### src/rtl/csr_timer_pkg.sv
// Shared constants and helpers for the CSR constant-timer unit: address map,
// TCFG field positions and the masked CSR write merge.
package csr_timer_pkg;

    localparam int CSR_TIMER_BASE   = 'h40;
    localparam int CSR_TIMER_STRIDE = 8;

    localparam int OFF_TCFG  = 1;
    localparam int OFF_TVAL  = 2;
    localparam int OFF_TICLR = 4;

    localparam int TCFG_EN          = 0;
    localparam int TCFG_PERIODIC    = 1;
    localparam int TCFG_INITVAL_LSB = 2;

    // CSR address of register 'off' within timer channel 'chan'
    function automatic logic [13:0] timer_csr_addr(input int chan, input int off);
        return 14'(CSR_TIMER_BASE + CSR_TIMER_STRIDE * chan + off);
    endfunction

    // Masked write: bits with wmask set take wvalue, others keep the old value
    function automatic logic [31:0] csr_merge(input logic [31:0] old,
                                              input logic [31:0] wmask,
                                              input logic [31:0] wvalue);
        return (wmask & wvalue) | (~wmask & old);
    endfunction

endpackage

### src/rtl/csr_timer_unit_channel.sv
// One countdown timer channel: owns its TCFG register, the counter and the
// pending flag. Counting advances only on the shared prescaler tick.
module timer_channel
    import csr_timer_pkg::*;
#(
    parameter int CNT_W = 32
) (
    input  logic             clk,
    input  logic             resetn,
    input  logic             tcfg_we,
    input  logic             ticlr_we,
    input  logic             tick,
    input  logic [31:0]      wmask,
    input  logic [31:0]      wvalue,
    output logic [CNT_W-1:0] tcfg,
    output logic [CNT_W-1:0] tval,
    output logic             pending
);

    logic [31:0]      merged;
    logic [CNT_W-1:0] tcfg_new;
    logic [CNT_W-1:0] load_new;
    logic [CNT_W-1:0] load_cur;
    logic [CNT_W-1:0] cnt;
    logic             en;
    logic             periodic;
    logic             counting;
    logic             expiry;
    logic             clear;

    assign merged   = csr_merge(32'(tcfg), wmask, wvalue);
    assign tcfg_new = merged[CNT_W-1:0];
    // Load value is initval with the two control bit positions forced to zero
    assign load_new = {tcfg_new[CNT_W-1:TCFG_INITVAL_LSB], 2'b00};
    assign load_cur = {tcfg[CNT_W-1:TCFG_INITVAL_LSB], 2'b00};

    assign en       = tcfg[TCFG_EN];
    assign periodic = tcfg[TCFG_PERIODIC];
    // All-ones is the parked state of an expired one-shot timer
    assign counting = en & tick & (cnt != '1);
    assign expiry   = en & tick & (cnt == '0);
    assign clear    = ticlr_we & wmask[0] & wvalue[0];

    assign tval = cnt;

    // TCFG register: masked CSR write
    always_ff @(posedge clk or negedge resetn) begin
        if (!resetn) begin
            tcfg <= '0;
        end else if (tcfg_we) begin
            tcfg <= tcfg_new;
        end
    end

    // Counter: a TCFG write (load or freeze) wins over a tick in the same cycle
    always_ff @(posedge clk or negedge resetn) begin
        if (!resetn) begin
            cnt <= '1;
        end else if (tcfg_we) begin
            if (tcfg_new[TCFG_EN]) begin
                cnt <= load_new;
            end
        end else if (counting) begin
            if ((cnt == '0) && periodic) begin
                cnt <= load_cur;
            end else begin
                cnt <= cnt - CNT_W'(1);
            end
        end
    end

    // Pending flag: expiry sets it, TICLR clears it, set wins on collision
    always_ff @(posedge clk or negedge resetn) begin
        if (!resetn) begin
            pending <= 1'b0;
        end else if (expiry) begin
            pending <= 1'b1;
        end else if (clear) begin
            pending <= 1'b0;
        end
    end

endmodule

### src/rtl/csr_timer_unit.sv
// Multi-channel constant-timer unit behind the masked CSR write port:
// address decode, shared tick prescaler, 64-bit stable counter, read mux.
module csr_timer_unit
    import csr_timer_pkg::*;
#(
    parameter int NUM_TIMERS = 2,
    parameter int CNT_W      = 32,
    parameter int PRESCALE   = 1
) (
    input  logic                  clk,
    input  logic                  resetn,
    input  logic                  csr_we,
    input  logic [13:0]           csr_num,
    input  logic [31:0]           csr_wmask,
    input  logic [31:0]           csr_wvalue,
    output logic [31:0]           csr_rvalue,
    output logic [NUM_TIMERS-1:0] timer_int,
    output logic [63:0]           stable_cnt
);

    localparam int PS_W = (PRESCALE > 1) ? $clog2(PRESCALE) : 1;

    logic [PS_W-1:0]       prescaler;
    logic                  tick;
    logic [NUM_TIMERS-1:0] tcfg_we;
    logic [NUM_TIMERS-1:0] ticlr_we;
    logic [NUM_TIMERS-1:0] pending;
    logic [CNT_W-1:0]      tcfg [NUM_TIMERS];
    logic [CNT_W-1:0]      tval [NUM_TIMERS];

    // With PRESCALE = 1 the prescaler sits at 0 and every cycle is a tick
    assign tick = (prescaler == PS_W'(PRESCALE - 1));

    // Prescaler: free-running 0..PRESCALE-1, untouched by TCFG writes
    always_ff @(posedge clk or negedge resetn) begin
        if (!resetn) begin
            prescaler <= '0;
        end else if (tick) begin
            prescaler <= '0;
        end else begin
            prescaler <= prescaler + PS_W'(1);
        end
    end

    // Stable counter: unprescaled, wraps at 2^64
    always_ff @(posedge clk or negedge resetn) begin
        if (!resetn) begin
            stable_cnt <= '0;
        end else begin
            stable_cnt <= stable_cnt + 64'd1;
        end
    end

    // Write decode: one TCFG and one TICLR strobe per channel
    always_comb begin
        tcfg_we  = '0;
        ticlr_we = '0;
        for (int i = 0; i < NUM_TIMERS; i++) begin
            tcfg_we[i]  = csr_we && (csr_num == timer_csr_addr(i, OFF_TCFG));
            ticlr_we[i] = csr_we && (csr_num == timer_csr_addr(i, OFF_TICLR));
        end
    end

    for (genvar g = 0; g < NUM_TIMERS; g++) begin : g_chan
        timer_channel #(
            .CNT_W (CNT_W)
        ) u_chan (
            .clk      (clk),
            .resetn   (resetn),
            .tcfg_we  (tcfg_we[g]),
            .ticlr_we (ticlr_we[g]),
            .tick     (tick),
            .wmask    (csr_wmask),
            .wvalue   (csr_wvalue),
            .tcfg     (tcfg[g]),
            .tval     (tval[g]),
            .pending  (pending[g])
        );
    end

    assign timer_int = pending;

    // Read mux: TCFG/TVAL zero-extended; TICLR, TID and unmapped read 0
    always_comb begin
        csr_rvalue = '0;
        for (int i = 0; i < NUM_TIMERS; i++) begin
            if (csr_num == timer_csr_addr(i, OFF_TCFG)) begin
                csr_rvalue = 32'(tcfg[i]);
            end else if (csr_num == timer_csr_addr(i, OFF_TVAL)) begin
                csr_rvalue = 32'(tval[i]);
            end
        end
    end

endmodule

### config.mk
export PLATFORM = sky130hd
export DESIGN_NAME = csr_timer_unit
export DESIGN_NICKNAME = d
export VERILOG_FILES = /design/src/rtl/csr_timer_pkg.sv /design/src/rtl/csr_timer_unit_channel.sv /design/src/rtl/csr_timer_unit.sv
export SDC_FILE = /design/constraint.sdc
export NUM_CORES = 1
export LEC_CHECK = 0
export ABC_AREA = 1
export BUFFER_PORTS_ARGS = -buffer_cell sky130_fd_sc_hd__buf_4
export CAP_MARGIN = 20
export CORE_ASPECT_RATIO = 0.8
export CORE_MARGIN = 4
export CORE_UTILIZATION = 58
export DETAILED_ROUTE_END_ITERATION = 8
export GPL_ROUTABILITY_DRIVEN = 0
export HOLD_SLACK_MARGIN = 0.15
export PLACE_DENSITY_LB_ADDON = 0.1
export SYNTH_ARGS = -nofsm -noshare
export SYNTH_HDL_FRONTEND = slang
export SYNTH_HIERARCHICAL = 1
export SYNTH_SLANG_ARGS = --single-unit
### constraint.sdc
create_clock -name clk -period 4.1 [get_ports clk]
set_clock_uncertainty 0.1 [all_clocks]
set_input_delay 0.41 -clock clk [delete_from_list [all_inputs] [get_ports clk]]
set_output_delay 0.41 -clock clk [all_outputs]
set_load 0.01 [all_outputs]
==> flow_summary.toml <==
[status]
status = "completed"

[routing]
routed_wl_mm = 50.9
drtIter0Drc = 2269
via_per_inst = 5.90
drc = 0
antenna_left = 0
avgRoutedWirePerCell_um = 19.0
drtPass1Iterations = 8
vias = 15762

[finish]
utilization_pct = 67.6
final_cell_mix = "594 x nand2_1, 450 x nor2_1, 195 x nand3_1, 190 x buf_4, 179 x inv_1"
drive_gt1_share_pct = 16.1
synthToLayoutAreaGrowth_pct = 14.4
mostFrequentLayoutCell = "nand2_1"
antenna_cells = 0
fin_nets = 2429
final_cells = 2673

[die]
start_util_pct = 59.0
die_area_um2 = 27400
core-area_um2 = 24400
die_h_um = 149
rows = 51
pin_count = 179
fp.dieW_um = 184

[timing]
rsz0062_at_grt = "no"
max_freq_mhz = 329
tns_ns = 0
max_slew.worst_pin.slew_ns = 1.06
final_max_slew_viol_count = 0
period_share_pct = 74.2
hold_viol = 0
timing.final.ws_setup_ns = 1.06
period_needed_ns = 3.04
setup_viol = 0
relSlewSlack_pct = 29.3

[critical_path]
worst_r2r_path_depth = 10
cp_cell_sequence = "buf_4 > nor2_2 > nand3_2 > nor2_4 > buf_4 > nand2_2 > nand3_1 > nand2_1 > nand2_1 > buf_4"
r2r_slack_ns = 1.11
critPathSlowestCell = "nand2_2"
end_kind = "primary output"
cp.required_ns = 3.59
cp.arrival_ns = 2.53
critPathMaxFanout = 33
path_class = "input port to primary output"
r2r_start = "g_chan[0].u_chan/tval[0]"
cp-start-kind = "input port"
cp_slowest_stage_delay_ns = 0.53
cp_common_cell = "buf_4"
reg2reg_to = "g_chan[0].u_chan/tval[0]"

[pwr]
total_power_mw = 4.92
peakVddDrop_v = 0.000339
p_leak_nw = 7.86
p_per_area_nw_per_um2 = 299

[placed_design]
port-buffer-count = 178
pre_cts_slack_ns = 0.778
dp_cells = 2639
dp_hpwl_mm = 38.4

[clock_tree]
cts_tree = "yes"
clk_pin_slew_ns = 0.07
cts_root_buffer = "clkbuf_16"
cts_buffers = 17
cts.sinks = 194
htree_num_levels = 4
clkLatencyLatePin_ns = 0.44
cts.path.max_buffers = 2

[synth]
synth_seq_cells = 194
syn-mean-instance-area_um2 = 6.56
ys_top_cells_by_area = "dfrtp_1 23%, nand2_1 15%, nor2_1 12%"
netlist_area_um2 = 14400
ys_seq_area_share_pct = 34.3
synth_top_area_share_pct = 22.6
ys_warn_count = 6
synth_top_area_cell = "dfrtp_1"
syn_inst = 2195
yosysUniqueCellTypes = 43

[global_routing]
grt_max_degree = 114
global_route.overflow_total = 0
antenna_found_initial = 0
grt_pass1_wl_mm = 79.3
first_global_vias = 14402
grt_use_total_pct = 36.7

[hold_path]
holdPathEnd = "g_chan[0].u_chan/tcfg[13]"
worstHoldPathType = "input port to flip-flop"
min-delay-start = "csr_wvalue[13]"
min_path_cells = 3

[run]
maxCapViolCount = 0
sequential cells by signal (all words and copies together), names as in the netlist, named ones only:
signal	flops
stable_cnt	64
g_chan.u_chan/pending	2
g_chan.u_chan/tcfg	62
g_chan.u_chan/tval	64
metrics by stage:
| stage | instance area, µm² | hold slack [ns] |
|---|---|---|
| after floorplan | 14400 | 0.0144 |
| after global placement | 15900 | 0.380 |
| after detailed placement | 15900 | 0.389 |
| after CTS | 16500 | 0.164 |
| after global routing | 16500 | 0.179 |
| final | 16500 | 0.168 |
critical path, delay by kind of cell:
family / cells / cell delay (ns)
simple gates: 7 / 1.49
buf+inv: 3 / 0.60
cell type report:
cell class	instances	area, µm²
clock buffers	23	478
repair buffers	195	1490
flip-flops and latches	194	4930
multi-input cells	1749	8420
inverters	186	698
well taps	318	398
clock inverters	8	56.3
fillers	2237	7900
routing by layer:
metal / track usage [%] / part of all wire (%) / vias up
li1: - / - / 7296
met1: 56.1 / 43 / 7321
met2: 50.8 / 40 / 1040
met3: 10.2 / 14 / 103
met4: 9.39 / 2.4 / 2
met5: 2.91 / 0.21 / -
where the power goes:
part / switching (mW) / internal (mW)
sequential: 0.305 / 2.16
clock: 0.759 / 0.823
combinational: 0.509 / 0.363
total: 1.57 / 3.35
what timing repair did:
item,CTS,global route
hold endpoints to repair,70,0
setup buffers,0,0
gates resized for setup,0,0
hold buffers,3,0
cell usage after synthesis, drive strengths merged:
| cell | instances |
|---|---|
| o22ai | 2 |
| conb | 1 |
| a31oi | 2 |
| and3 | 4 |
| nand3 | 202 |
| and2 | 9 |
| ha | 5 |
| clkbuf | 27 |
| or3 | 1 |
| a21oi | 92 |
| xnor2 | 35 |
| inv | 186 |
| xor2 | 40 |
| nand4 | 46 |
| nor2b | 1 |
| dfstp | 64 |
| nand2 | 616 |
| mux2i | 10 |
| nor2 | 500 |
| dfrtp | 130 |
| nand3b | 53 |
| o21ai | 84 |
| or2 | 1 |
| o21bai | 20 |
| nor3 | 20 |
| a32o | 2 |
| buf | 42 |
cell families after synthesis:
kind of cell	synth area share, %
AO/OA/AOI/OAI	7.48
XOR/XNOR	4.56
adder cells (fa/ha/maj)	0.435
buffers and inverters	7.40
flip-flops	34.3
multiplexers	0.695
other	0.0261
AND/OR/NAND/NOR	45.1
worst max path at each step:
stage                                   from                        end  slack, ns  cells after the start
floorplan                         csr_num[4]  g_chan[0].u_chan/tval[11]       1.77                     15
global placement                  csr_num[1]  g_chan[1].u_chan/tval[13]       0.99                     12
detailed placement               csr_num[11]  g_chan[1].u_chan/tval[14]       0.78                     13
CTS                               csr_num[4]              csr_rvalue[0]       1.12                     10
global route        g_chan[0].u_chan/tval[0]  g_chan[0].u_chan/tval[24]       0.86                     11
finish                            csr_num[4]             csr_rvalue[13]       1.06                     10
(Power assumes the default switching activity.)
